[src/rtl/imem_loader_pkg.sv]
// Shared types and constants for the instruction-memory burst loader.
package imem_loader_pkg;

  typedef enum logic [1:0] {
    ST_IDLE = 2'd0,
    ST_REQ  = 2'd1,
    ST_DATA = 2'd2,
    ST_DONE = 2'd3
  } state_e;

  localparam int         BURSTCOUNT_W = 12;
  localparam logic [3:0] IMEM_BE_ALL  = 4'hF;

endpackage

[src/rtl/imem_burst_loader.sv]
// Avalon-MM burst-read master that copies a program image into imem while
// holding the core in reset. One burst outstanding at a time.
module imem_burst_loader
  import imem_loader_pkg::*;
#(
  parameter int IMEM_ADDR_WIDTH = 12,
  parameter int MAX_BURST       = 64
) (
  input  logic                       clk,
  input  logic                       reset_n,
  input  logic                       start,
  input  logic [31:0]                src_addr,
  input  logic [IMEM_ADDR_WIDTH:0]   num_words,
  output logic                       busy,
  output logic                       done,
  output logic                       core_hold,
  input  logic                       avm_rx_waitrequest,
  output logic [BURSTCOUNT_W-1:0]    avm_rx_burstcount,
  output logic [31:0]                avm_rx_address,
  output logic                       avm_rx_read,
  input  logic [31:0]                avm_rx_readdata,
  input  logic                       avm_rx_readdatavalid,
  output logic                       imem_write,
  output logic [31:0]                imem_waddr,
  output logic [31:0]                imem_wdata,
  output logic [3:0]                 imem_be
);

  localparam int            RW    = IMEM_ADDR_WIDTH + 1;
  localparam logic [RW-1:0] DEPTH = RW'(1) << IMEM_ADDR_WIDTH;

  state_e                       state_q, state_d;
  logic [31:0]                  rd_addr_q, rd_addr_d;
  logic [RW-1:0]                remaining_q, remaining_d;
  logic [BURSTCOUNT_W-1:0]      beat_cnt_q, beat_cnt_d;
  logic [IMEM_ADDR_WIDTH-1:0]   wr_idx_q, wr_idx_d;
  logic                         wr_q, wr_d;
  logic [31:0]                  waddr_q, waddr_d;
  logic [31:0]                  wdata_q, wdata_d;

  logic [RW-1:0]                blen;
  logic [RW-1:0]                nw_clamped;

  // Clamping to the imem depth is what keeps wr_idx from ever wrapping.
  assign nw_clamped = (num_words > DEPTH) ? DEPTH : num_words;
  assign blen       = (32'(remaining_q) < 32'(MAX_BURST)) ? remaining_q : RW'(MAX_BURST);

  always_comb begin
    state_d     = state_q;
    rd_addr_d   = rd_addr_q;
    remaining_d = remaining_q;
    beat_cnt_d  = beat_cnt_q;
    wr_idx_d    = wr_idx_q;
    wr_d        = 1'b0;
    waddr_d     = waddr_q;
    wdata_d     = wdata_q;
    case (state_q)
      ST_IDLE: begin
        if (start) begin
          rd_addr_d   = src_addr & ~32'd3;
          wr_idx_d    = '0;
          remaining_d = nw_clamped;
          state_d     = (nw_clamped == '0) ? ST_DONE : ST_REQ;
        end
      end
      ST_REQ: begin
        if (!avm_rx_waitrequest) begin
          rd_addr_d   = rd_addr_q + (32'(blen) << 2);
          remaining_d = remaining_q - blen;
          beat_cnt_d  = BURSTCOUNT_W'(blen);
          state_d     = ST_DATA;
        end
      end
      ST_DATA: begin
        if (avm_rx_readdatavalid) begin
          wr_d       = 1'b1;
          waddr_d    = 32'({wr_idx_q, 2'b00});
          wdata_d    = avm_rx_readdata;
          wr_idx_d   = wr_idx_q + IMEM_ADDR_WIDTH'(1);
          beat_cnt_d = beat_cnt_q - BURSTCOUNT_W'(1);
          if (beat_cnt_q == BURSTCOUNT_W'(1)) begin
            state_d = (remaining_q == '0) ? ST_DONE : ST_REQ;
          end
        end
      end
      ST_DONE: state_d = ST_IDLE;
      default: state_d = ST_IDLE;
    endcase
  end

  always_ff @(posedge clk or negedge reset_n) begin
    if (!reset_n) begin
      state_q     <= ST_IDLE;
      rd_addr_q   <= '0;
      remaining_q <= '0;
      beat_cnt_q  <= '0;
      wr_idx_q    <= '0;
      wr_q        <= 1'b0;
      waddr_q     <= '0;
      wdata_q     <= '0;
    end else begin
      state_q     <= state_d;
      rd_addr_q   <= rd_addr_d;
      remaining_q <= remaining_d;
      beat_cnt_q  <= beat_cnt_d;
      wr_idx_q    <= wr_idx_d;
      wr_q        <= wr_d;
      waddr_q     <= waddr_d;
      wdata_q     <= wdata_d;
    end
  end

  // Request fields are only driven while a request is being presented.
  assign busy              = (state_q != ST_IDLE);
  assign core_hold         = busy;
  assign done              = (state_q == ST_DONE);
  assign avm_rx_read       = (state_q == ST_REQ);
  assign avm_rx_burstcount = avm_rx_read ? BURSTCOUNT_W'(blen) : '0;
  assign avm_rx_address    = avm_rx_read ? rd_addr_q : '0;
  assign imem_write        = wr_q;
  assign imem_waddr        = waddr_q;
  assign imem_wdata        = wdata_q;
  assign imem_be           = IMEM_BE_ALL;

endmodule

[config.mk]
export PLATFORM = sky130hd
export DESIGN_NAME = imem_burst_loader
export DESIGN_NICKNAME = d
export VERILOG_FILES = /design/src/rtl/imem_loader_pkg.sv /design/src/rtl/imem_burst_loader.sv
export SDC_FILE = /design/constraint.sdc
export NUM_CORES = 1
export LEC_CHECK = 0
export ABC_AREA = 1
export CORE_MARGIN = 8
export CORE_UTILIZATION = 49
export DETAILED_ROUTE_END_ITERATION = 8
export PLACE_DENSITY = 0.88
export SETUP_SLACK_MARGIN = 0.02
export SKIP_CTS_REPAIR_TIMING = 1
export SYNTH_ARGS = -nofsm -noshare
export SYNTH_HDL_FRONTEND = slang
export SYNTH_SLANG_ARGS = --single-unit
[constraint.sdc]
create_clock -name clk -period 2.6 [get_ports clk]
set_clock_uncertainty 0.05 [all_clocks]
set_input_delay 0.39 -clock clk [delete_from_list [all_inputs] [get_ports clk]]
set_output_delay 0.39 -clock clk [all_outputs]
set_load 0.05 [all_outputs]
==> flow_metrics.tcl, run 1 <==
set metrics [dict create \
    outcome "finished, final reports clean" \
    wl_met2_um 11200 \
    core_area_um2 14400 \
    yosysSeqAreaShare 0.399 \
    cp.arrival_ns 2.83 \
    layout.nets 1307 \
    finalWirelength_um 22800 \
    yosysWarnings 0 \
    path_max_fanout 8 \
    overflow 0 \
    start_util 0.497 \
    grt_pass1_wl_um 35200 \
    htree_levels 4 \
    crit_cells 18 \
    post-route-min-period_ns 2.56 \
    period_share 0.984 \
    cts_root_buf "clkbuf_16" \
    port_buffers 165 \
    fill_cells 1079 \
    clock_path_buffers 2 \
    cp_num_buf_inv 4 \
    end_kind "register" \
    highest_layer "met5" \
    critPathRequiredTime_ns 2.87 \
    clock_sinks 114 \
    most-common-layout-cells "nand2_1, clkdlybuf4s50_1, inv_1" \
    worstPathCellList "nor2_1 -> nand2_1 -> inv_2 -> nand2_8 -> nor2_4 -> ha_4 -> buf_4 -> nand3_1 -> nand2_2 -> nand2_1 -> nand2_1 -> nand3_1 -> nand2_2 -> inv_1 -> o21ai_0 -> nand3_1 -> nand2_1 -> inv_1" \
    antenna_found_initial 1 \
    met1_length_um 8720 \
    min_path_type "reg2reg" \
    drt_iter0_drc 561 \
    num_rows 44 \
    async_flop_share 1.00 \
    setup_viol 0 \
    die_h_um 137 \
    clk_pin_slew_ns 0.05 \
    cpPeakStageDelay_ns 0.38 \
    synth-edff-count 0 \
    cp-start-kind "register" \
    cts_tree "built" \
    maxSlewHeadroom 0.559 \
    fmax_mhz 391 \
    worst_pin_slew_ns 0.656 \
    detail-route-antenna-nets 0 \
    ys_ff_latch 114 \
    viasPerCell 5.43 \
    synth_ff_type "dfrtp_1" \
    r2r_slack_ns 0.04 \
    path_common_cell "nand2_1" \
    final-max-slew-violation-count 0 \
    drive_gt1_frac 0.145 \
    vias 7624 \
    crit_slowest_cell "dfrtp_1" \
    dr.pass1.iters 6 \
    path_delay_family "simple AND/OR/NAND/NOR gates" \
    p_total_uw 14400 \
    synth.distinct_cells 41 \
    timing.rr.start "remaining_q[8]" \
    drc 0 \
    dp_hpwl_um 16300 \
    die_w_um 137 \
    hold_violations 0 \
    grt_pass1_vias 7402 \
    grt_max_degree 55 \
    crit_start "remaining_q[8]" \
    path_class "reg2reg" \
    layout_commonest_cell "nand2_1" \
    syn_inst 1010 \
    n_antenna_cell 0 \
    grt_usage 0.235 \
    route.met3.wl_um 2210 \
    detail_route.wl_per_cell_um 16.2 \
    drv_cap 0 \
    area_growth_pct 45.4 \
    leakagePower_uw 0.00497 \
    rsz0062_at_grt "yes" \
    r2r-end "rd_addr_q[23]" \
    clk_latency_ns 0.42 \
    gp_congestion 0.976 \
    power_density_nw_per_um2 1390 \
    reg2reg_depth 18 \
    die-area_um2 18700 \
    synth.avg_cell_area_um2 7.07 \
    syn_area_um2 7140 \
    endpoint "rd_addr_q[23]" \
    utilization 0.723 \
    io_pins 199 \
    max-vdd-ir-drop_mv 0.889 \
    cts_buffers 17 \
]
## sequential cells by signal, indices dropped and copies added (netlist names)
signal and flops:
beat_cnt_q 12, imem_waddr 12, imem_wdata 32, imem_write 1, rd_addr_q 30, remaining_q 13, state_q 2, wr_idx_q 12
## stage by stage
stage | setup TNS (ns) | setup slack [ns] | hold slack (ns) | instance area (um2) | cells
after floorplan | 0 | 0.0203 | 0.0444 | 7280 | 1046
after global placement | 0 | 0.000589 | 0.367 | 9430 | 1366
after detailed placement | -0.421 | -0.125 | 0.371 | 9430 | 1366
after CTS | -0.637 | -0.159 | -0.0683 | 10100 | 1397
after global routing | -0.225 | -0.0914 | 0.429 | 10400 | 1403
final | 0 | 0.0410 | 0.417 | 10400 | 1403
## logic make-up after synthesis
logic type	count (synthesis)	synth area share
xor gates and xnor gates	20	0.0245
and+or+nand+nor	511	0.304
DFF	114	0.399
other	2	0.00105
adders and majority gates	18	0.0326
buffers and inverters	190	0.122
AOI/OAI and AO/OA	155	0.117
## worst min-delay path by stage
stage	start	endpoint	slack [ns]	cells past startpoint
3_5_place_dp	reset_n	imem_wdata[15]	0.37	1
5_1_grt	imem_wdata[20]	imem_wdata[20]	0.43	2
3_3_place_gp	reset_n	imem_wdata[15]	0.37	1
2_1_floorplan	reset_n	beat_cnt_q[0]	0.04	0
4_1_cts	reset_n	imem_wdata[15]	-0.07	1
6_report	imem_wdata[28]	imem_wdata[28]	0.42	2
## worst reg2reg max path, stage by stage (launching register included)
cell and delay [ns]:
dfrtp_1 0.38, nor2_1 0.12, nand2_1 0.11, inv_2 0.13
nand2_8 0.11, nor2_4 0.17, ha_4 0.17, buf_4 0.11
nand3_1 0.10, nand2_2 0.14, nand2_1 0.07, nand2_1 0.12
nand3_1 0.11, nand2_2 0.13, inv_1 0.08, o21ai_0 0.16
nand3_1 0.10, nand2_1 0.07, inv_1 0.04
## power by group
part           internal, uW  switching (uW)  leakage (uW)
clock                  1760             823      0.000315
combinational          3110            5670       0.00323
sequential             2520             535       0.00143
total                  7390            7020       0.00497
## area by class of cell
type | instances | area [um2] | share of cell area
Inverter | 125 | 469 | 0.0452
Clock buffer | 21 | 470 | 0.0453
Timing Repair Buffer | 207 | 2380 | 0.229
Multi-Input combinational cell | 742 | 3810 | 0.367
Tap cell | 184 | 230 | 0.0222
Sequential cell | 114 | 2850 | 0.275
Clock inverter | 10 | 180 | 0.0173
## synth_stat cells (10+ instances only)
cell / n / area, um2
inv_1: 119 / 447
a31oi_1: 13 / 81.3
nor3_1: 18 / 90.1
buf_4: 34 / 255
xor2_1: 16 / 140
a21oi_1: 53 / 265
nor2_1: 118 / 443
ha_1: 17 / 213
clkbuf_1: 11 / 41.3
buf_2: 10 / 50.1
dfrtp_1: 114 / 2850
nand2_1: 266 / 998
nand4_1: 16 / 100
o21ai_0: 64 / 320
nand3_1: 70 / 350
## layer usage
metal  track usage  vias to the layer above
met3        0.0723                       68
met2         0.403                      420
li1              -                     3580
met1         0.269                     3554
met4        0.0891                        2
met5             0                        -
Power figures use the tool's default switching activity.
==> inputs of run 2 (changes only) <==
Settings changed: CTS_CLUSTER_DIAMETER from default to 150.
==> results of run 2 <==
The final DEF is identical to that of run 1; final timing and power are the same.
==> inputs of run 3 (changes only) <==
Settings changed: SLEW_MARGIN from default to 30.
==> results of run 3 <==
The final DEF is identical to that of run 1; final timing and power are the same.
